[config.mk]
export PLATFORM = sky130hd
export DESIGN_NAME = wb_master_pipelined_flat
export DESIGN_NICKNAME = d
export VERILOG_FILES = /design/src/rtl/wb_master_pipelined_if.sv /design/src/rtl/wb_master_pipelined.sv /design/src/flat_wrapper.sv
export SDC_FILE = /design/constraint.sdc
export NUM_CORES = 1
export LEC_CHECK = 0
export ABC_AREA = 1
export BUFFER_PORTS_ARGS = -buffer_cell sky130_fd_sc_hd__buf_4
export CORE_MARGIN = 3
export CORE_UTILIZATION = 26
export CTS_BUF_LIST = sky130_fd_sc_hd__clkbuf_8
export DETAILED_ROUTE_END_ITERATION = 10
export PLACE_DENSITY_LB_ADDON = 0.3
export SETUP_SLACK_MARGIN = 0.5
export SYNTH_ARGS = -nofsm -noshare
export SYNTH_HDL_FRONTEND = slang
export SYNTH_SLANG_ARGS = --single-unit
[constraint.sdc]
create_clock -name clk -period 4.25 [get_ports clk]
set_input_delay 0.85 -clock clk [delete_from_list [all_inputs] [get_ports clk]]
set_output_delay 0.85 -clock clk [all_outputs]
set_load 0.01 [all_outputs]
[src/rtl/wb_master_pipelined_if.sv]
// if_wb: Wishbone pipelined bus between the block-transfer master and the RAM slave.
interface if_wb (
   input logic clk,
   input logic rst
);
   logic        cyc, stb, we, stall, ack;
   logic [15:0] adr, dat_i, dat_o;
   modport master (input clk, rst, stall, ack, dat_o, output cyc, stb, we, adr, dat_i);
   modport slave  (input clk, rst, cyc, stb, we, adr, dat_i, output stall, ack, dat_o);
endinterface

[src/rtl/wb_master_pipelined.sv]
// wb_master_pipelined: issues one command as a single cyc burst of pipelined stb beats,
// keeping at most MAX_OUTSTANDING accepted-but-unacked beats on the bus.
module wb_master_pipelined #(
   parameter int MAX_OUTSTANDING = 4
) (
   if_wb.master        wb,
   input  logic        cmd_valid,
   output logic        cmd_ready,
   input  logic        cmd_we,
   input  logic [15:0] cmd_adr,
   input  logic [15:0] cmd_len,
   input  logic [15:0] wr_data,
   input  logic        wr_valid,
   output logic        wr_ready,
   output logic [15:0] rd_data,
   output logic        rd_valid,
   output logic        done
);
   typedef enum logic [1:0] {IDLE, BUSY, DRAIN} state_t;
   localparam logic [4:0] MAX_O = 5'(MAX_OUTSTANDING);
   state_t      state_q, state_d;
   logic        we_q, we_d, stb_q, stb_d, bwe_q, bwe_d;
   logic        rd_valid_q, rd_valid_d, done_q, done_d;
   logic [15:0] nxt_q, nxt_d, rem_q, rem_d, adr_q, adr_d, dat_q, dat_d, rd_data_q, rd_data_d;
   logic [3:0]  infl_q, infl_d;
   logic        start, accept, ack_ok, load, src_we;
   logic [15:0] src_adr, src_rem;
   always_comb begin
      start      = state_q == IDLE && cmd_valid && cmd_len != 16'd0;
      accept     = stb_q && !wb.stall;
      ack_ok     = wb.ack && infl_q != 4'd0;
      infl_d     = infl_q + 4'(accept) - 4'(ack_ok);
      src_we     = start ? cmd_we : we_q;
      src_adr    = start ? cmd_adr : nxt_q;
      src_rem    = start ? cmd_len : rem_q;
      // the handshake edge itself stages the first beat, so cyc and stb rise together
      load       = src_rem != 16'd0 && (!stb_q || accept) && (!src_we || wr_valid)
                   && {1'b0, infl_d} < MAX_O;
      wr_ready   = load && src_we;
      we_d       = src_we;
      nxt_d      = load ? src_adr + 16'd1 : src_adr;
      rem_d      = load ? src_rem - 16'd1 : src_rem;
      stb_d      = load || (stb_q && wb.stall);
      adr_d      = load ? src_adr : adr_q;
      dat_d      = load ? wr_data : dat_q;
      bwe_d      = load ? src_we : bwe_q;
      rd_valid_d = ack_ok && !we_q;
      rd_data_d  = rd_valid_d ? wb.dat_o : rd_data_q;
      state_d    = start ? BUSY
                 : (state_q == BUSY && rem_q == 16'd0 && accept) ? DRAIN
                 : (state_q == DRAIN && infl_d == 4'd0) ? IDLE : state_q;
      done_d     = (state_q == IDLE && cmd_valid && cmd_len == 16'd0)
                 || (state_q == DRAIN && infl_d == 4'd0);
   end
   always_ff @(posedge wb.clk) begin
      if (wb.rst) begin
         state_q    <= IDLE;
         we_q       <= 1'b0;
         stb_q      <= 1'b0;
         bwe_q      <= 1'b0;
         rd_valid_q <= 1'b0;
         done_q     <= 1'b0;
         nxt_q      <= 16'd0;
         rem_q      <= 16'd0;
         adr_q      <= 16'd0;
         dat_q      <= 16'd0;
         rd_data_q  <= 16'd0;
         infl_q     <= 4'd0;
      end else begin
         state_q    <= state_d;
         we_q       <= we_d;
         stb_q      <= stb_d;
         bwe_q      <= bwe_d;
         rd_valid_q <= rd_valid_d;
         done_q     <= done_d;
         nxt_q      <= nxt_d;
         rem_q      <= rem_d;
         adr_q      <= adr_d;
         dat_q      <= dat_d;
         rd_data_q  <= rd_data_d;
         infl_q     <= infl_d;
      end
   end
   assign wb.cyc    = state_q != IDLE;
   assign wb.stb    = stb_q;
   assign wb.we     = bwe_q;
   assign wb.adr    = adr_q;
   assign wb.dat_i  = dat_q;
   assign cmd_ready = state_q == IDLE;
   assign rd_data   = rd_data_q;
   assign rd_valid  = rd_valid_q;
   assign done      = done_q;
endmodule

[src/flat_wrapper.sv]
// flat-port wrapper written by rule: the top's interface ports become plain ports
module wb_master_pipelined_flat 
#(
   parameter int MAX_OUTSTANDING = 4
)
  (cmd_valid, cmd_ready, cmd_we, cmd_adr, cmd_len, wr_data, wr_valid, wr_ready, rd_data, rd_valid, done, clk, rst, wb_stall, wb_ack, wb_dat_o, wb_cyc, wb_stb, wb_we, wb_adr, wb_dat_i);
  if_wb wb_i (.clk(clk), .rst(rst));
  input  logic cmd_valid;
  output logic cmd_ready;
  input  logic cmd_we;
  input  logic [15:0] cmd_adr;
  input  logic [15:0] cmd_len;
  input  logic [15:0] wr_data;
  input  logic wr_valid;
  output logic wr_ready;
  output logic [15:0] rd_data;
  output logic rd_valid;
  output logic done;
  input wire logic clk;
  input wire logic rst;
  input wire logic [$bits(wb_i.stall)-1:0] wb_stall;
  input wire logic [$bits(wb_i.ack)-1:0] wb_ack;
  input wire logic [$bits(wb_i.dat_o)-1:0] wb_dat_o;
  output wire logic [$bits(wb_i.cyc)-1:0] wb_cyc;
  output wire logic [$bits(wb_i.stb)-1:0] wb_stb;
  output wire logic [$bits(wb_i.we)-1:0] wb_we;
  output wire logic [$bits(wb_i.adr)-1:0] wb_adr;
  output wire logic [$bits(wb_i.dat_i)-1:0] wb_dat_i;
  assign wb_i.stall = wb_stall;
  assign wb_i.ack = wb_ack;
  assign wb_i.dat_o = wb_dat_o;
  assign wb_cyc = wb_i.cyc;
  assign wb_stb = wb_i.stb;
  assign wb_we = wb_i.we;
  assign wb_adr = wb_i.adr;
  assign wb_dat_i = wb_i.dat_i;
  wb_master_pipelined #(.MAX_OUTSTANDING(MAX_OUTSTANDING)) u_core (.wb(wb_i), .cmd_valid(cmd_valid), .cmd_ready(cmd_ready), .cmd_we(cmd_we), .cmd_adr(cmd_adr), .cmd_len(cmd_len), .wr_data(wr_data), .wr_valid(wr_valid), .wr_ready(wr_ready), .rd_data(rd_data), .rd_valid(rd_valid), .done(done));
endmodule
==> results by group <==
Route
  – Remaining DRCs: 0
  – Post-route ant nets: 0
  – DRT Wirelength: 14130 µm
  – DR vias/cell: 4.358
  – Initial DRC Count: 259
  – 1st-pass router iterations: 4
  – Drt wl/cell: 12.58 µm
  – Vias: 4894

Worst setup path
  – Worst path max stage delay: 0.36 ns
  – Critical path type: input pin to primary output
  – CP startpoint kind: input pin
  – Most used cell along the critical path: inv_2
  – Reg2reg setup slack: 1.14 ns
  – CP max FO: 3
  – Critical Path Slowest Stage Cell: fa_2
  – Worst EP required: 3.40 ns
  – Crit. End Element: primary output
  – CP arrival: 2.78 ns
  – CP cell instances: buf_4 > inv_1 > a31oi_4 > ha_4 > inv_2 > ha_4 > inv_2 > fa_2 > xnor2_2 > inv_2 > and3_1 > nand2_1 > inv_2 > nand2_4 > inv_2 > nand2_4 > inv_2 > buf_4

Power and ir drop
  – NetSw: 2.030 mW
  – Peak VDD IR: 0.0004579 V
  – Pwr/cell area: 690.8 nW/µm²
  – Clk network pwr share: 0.158
  – Combinational power share: 0.551
  – LEAKAGE: 2.864 nW
  – Reg power frac: 0.291
  – Internal: 2.356 mW
  – Pwr Total: 4.386 mW
  – Sw frac: 0.4628

Synth
  – Synthesis warning total: 0
  – Synth unique cells: 33
  – Cells after Synth: 754
  – Syn avg cell area: 6.636 µm²
  – Post-synth EDFFs: 0
  – Top FF cell, synth: dfxtp_1
  – #FFs+latches synth: 91
  – Async SR Flop Fraction: 0
  – Netlist Area Pre-Place: 5004 µm²
  – Syn Nets: 833
  – Seq/Total Area, Yosys: 0.3641

STA
  – Worst clock skew: 0.01168 ns
  – Final setup margin: 0.6239 ns
  – Period utilization: 0.8532
  – RSZ-0062 raised after global routing: no
  – Final setup violation count: 0
  – Worst slew margin: 0.4392
  – Setup TNS: 0 ns
  – Max Slew Vio Count: 0
  – Crit path time final: 3.626 ns
  – Fmax: 0.2758 GHz
  – Worst Tran Pin Value: 0.8412 ns
  – Final hold violations: 0

Floorplanning
  – Die width: 144.7 µm
  – Initial core utilization: 0.2657
  – Ports: 126
  – Die area: 20950 µm²
  – Core footprint: 18830 µm²
  – Rows: 50
  – DIE HEIGHT: 144.7 µm

Global route
  – GRT Total Usage: 0.1330
  – Pin count of the biggest net entering global routing: 69
  – Vias in the first global route: 4480
  – Global-route wire length before repair: 22230 µm
  – Grt ovf: 0
  – Antenna violations before repair: 1

Clock tree
  – H-tree Lvls: 3
  – CTS root buffer: clkbuf_8
  – Clock transition at path regs: 0.09 ns
  – CTS Buffer Depth: 2
  – Postcts setup bufs: 0
  – Worst skew pair latency: 0.38 ns
  – CTS tree: done
  – Clock Sinks: 91
  – CTS Buf Count: 9

Place
  – Port bufs: 125
  – Hpwl dp: 9879 µm
  – Pre-CTS setup slack: 0.5382 ns
  – GPL Wtd Cong: 0.8144
  – DP Cell Count: 1108

Cells and area
  – Synth-to-layout area growth: 26.88%
  – Final Non-Filler Cells: 1123
  – Post-route core utilization: 0.3371
  – Multi-input logic area: 2781 µm²
  – Nets: 938
  – # fillers: 2085
  – Commonest non-fill, non-tap cell in the layout: nand2_1
  – Ant diodes: 0
  – Most frequent cells in the layout: 253 x nand2_1, 134 x buf_4, 91 x nor2_1
  – Sequential Area: 1823 µm²
  – Share of layout cells above drive strength 1: 0.2491

Run
  – Max cap viols: 0

Run status
  – Status: finished clean

Min path
  – Min-Delay Path Class: flip-flop to flip-flop
flip-flops by register name, summed over array words and instances, names as in the netlist:
name             cells
u_core.nxt_q        16
u_core.state_q       2
u_core.wb.dat_i     16
u_core.wb.stb        1
u_core.wb.adr       16
u_core.rd_data      16
u_core.rem_q        16
u_core.we_q          1
u_core.done          1
u_core.infl_q        4
u_core.rd_valid      1
u_core.wb.we         1
area by class of cell:
type,count,area share
clock buffers,11,0.02385
clock inverters,4,0.01163
inverters,50,0.02956
multi-input cells,573,0.4381
flip-flops and latches,91,0.2872
well taps,260,0.05124
repair buffers,134,0.1585
cell families (layout without fill, tap and decap cells):
kind of cell / Yosys count / count (layout) / synth area share
and+or+nand+nor: 466 / 466 / 0.3999
buffers and inverters: 90 / 199 / 0.09752
adders and majority gates: 8 / 8 / 0.02150
DFF: 91 / 91 / 0.3641
xor gates and xnor gates: 10 / 10 / 0.01751
AOI/OAI and AO/OA: 89 / 89 / 0.09953
cell usage after synthesis, types with 8 or more instances:
cell	count	area [µm²]
dfxtp_1	91	1822
nand3_1	60	300.3
xor2_1	8	70.07
inv_1	47	176.4
a21oi_2	13	113.9
clkbuf_1	16	60.06
nand2_1	254	953.4
nand2_2	20	125.1
o21ai_1	10	50.05
nor2_2	8	50.05
nor2_1	96	360.4
a21oi_1	50	250.2
nand3b_1	11	82.58
o21ai_0	14	70.07
buf_6	16	180.2
critical path, delay by kind of cell:
kind | cells | cell delay, ns
XOR/XNOR | 1 | 0.15
AND/OR/NAND/NOR | 4 | 0.37
buffers and inverters | 9 | 0.53
adder cells (fa/ha/maj) | 3 | 0.71
AO/OA/AOI/OAI | 1 | 0.17
routing by layer:
metal,routed length (µm),vias to the layer above,GRT usage,share of wire
met5,12,-,0,0.00085
met4,108,2,0.02700,0.0076
met3,1212,13,0.05521,0.086
met2,5995,130,0.2080,0.42
met1,6797,2151,0.1735,0.48
li1,-,2598,-,-
power by group through the flow:
stage,registers [mW],logic (mW),clock network (mW)
floorplan,1.33,1.99,0
global placement,1.29,2.41,0
detailed placement,1.29,2.41,0
global route,1.31,2.75,0.749
finish,1.28,2.42,0.691
CTS,1.28,2.42,0.724
stage by stage:
step / instance area [µm²] / hold WS, ns
2_1_floorplan: 5064 / 0.4697
3_3_place_gp: 6085 / 0.4501
3_5_place_dp: 6085 / 0.4528
4_1_cts: 6310 / 0.4666
5_1_grt: 6349 / 0.4798
6_report: 6349 / 0.4637
worst paths after layout:
kind,start,end,cells past startpoint
worst max register to register,u_core.infl_q[2],u_core.wb.adr[3],18
worst max-delay path,wb_ack,wr_ready,18
worst min register to register,u_core.rd_data[10],u_core.rd_data[10],2
worst min-delay path,u_core.rd_data[10],u_core.rd_data[10],2
timing repair:
| action | CTS | global route |
|---|---|---|
| hold buffers | 0 | 0 |
| endpoints found under the setup margin | 0 | 1 |
| gates resized for setup | 0 | 12 |
| endpoints found under the hold margin | 0 | 0 |
Power figures use the tool's default switching activity.
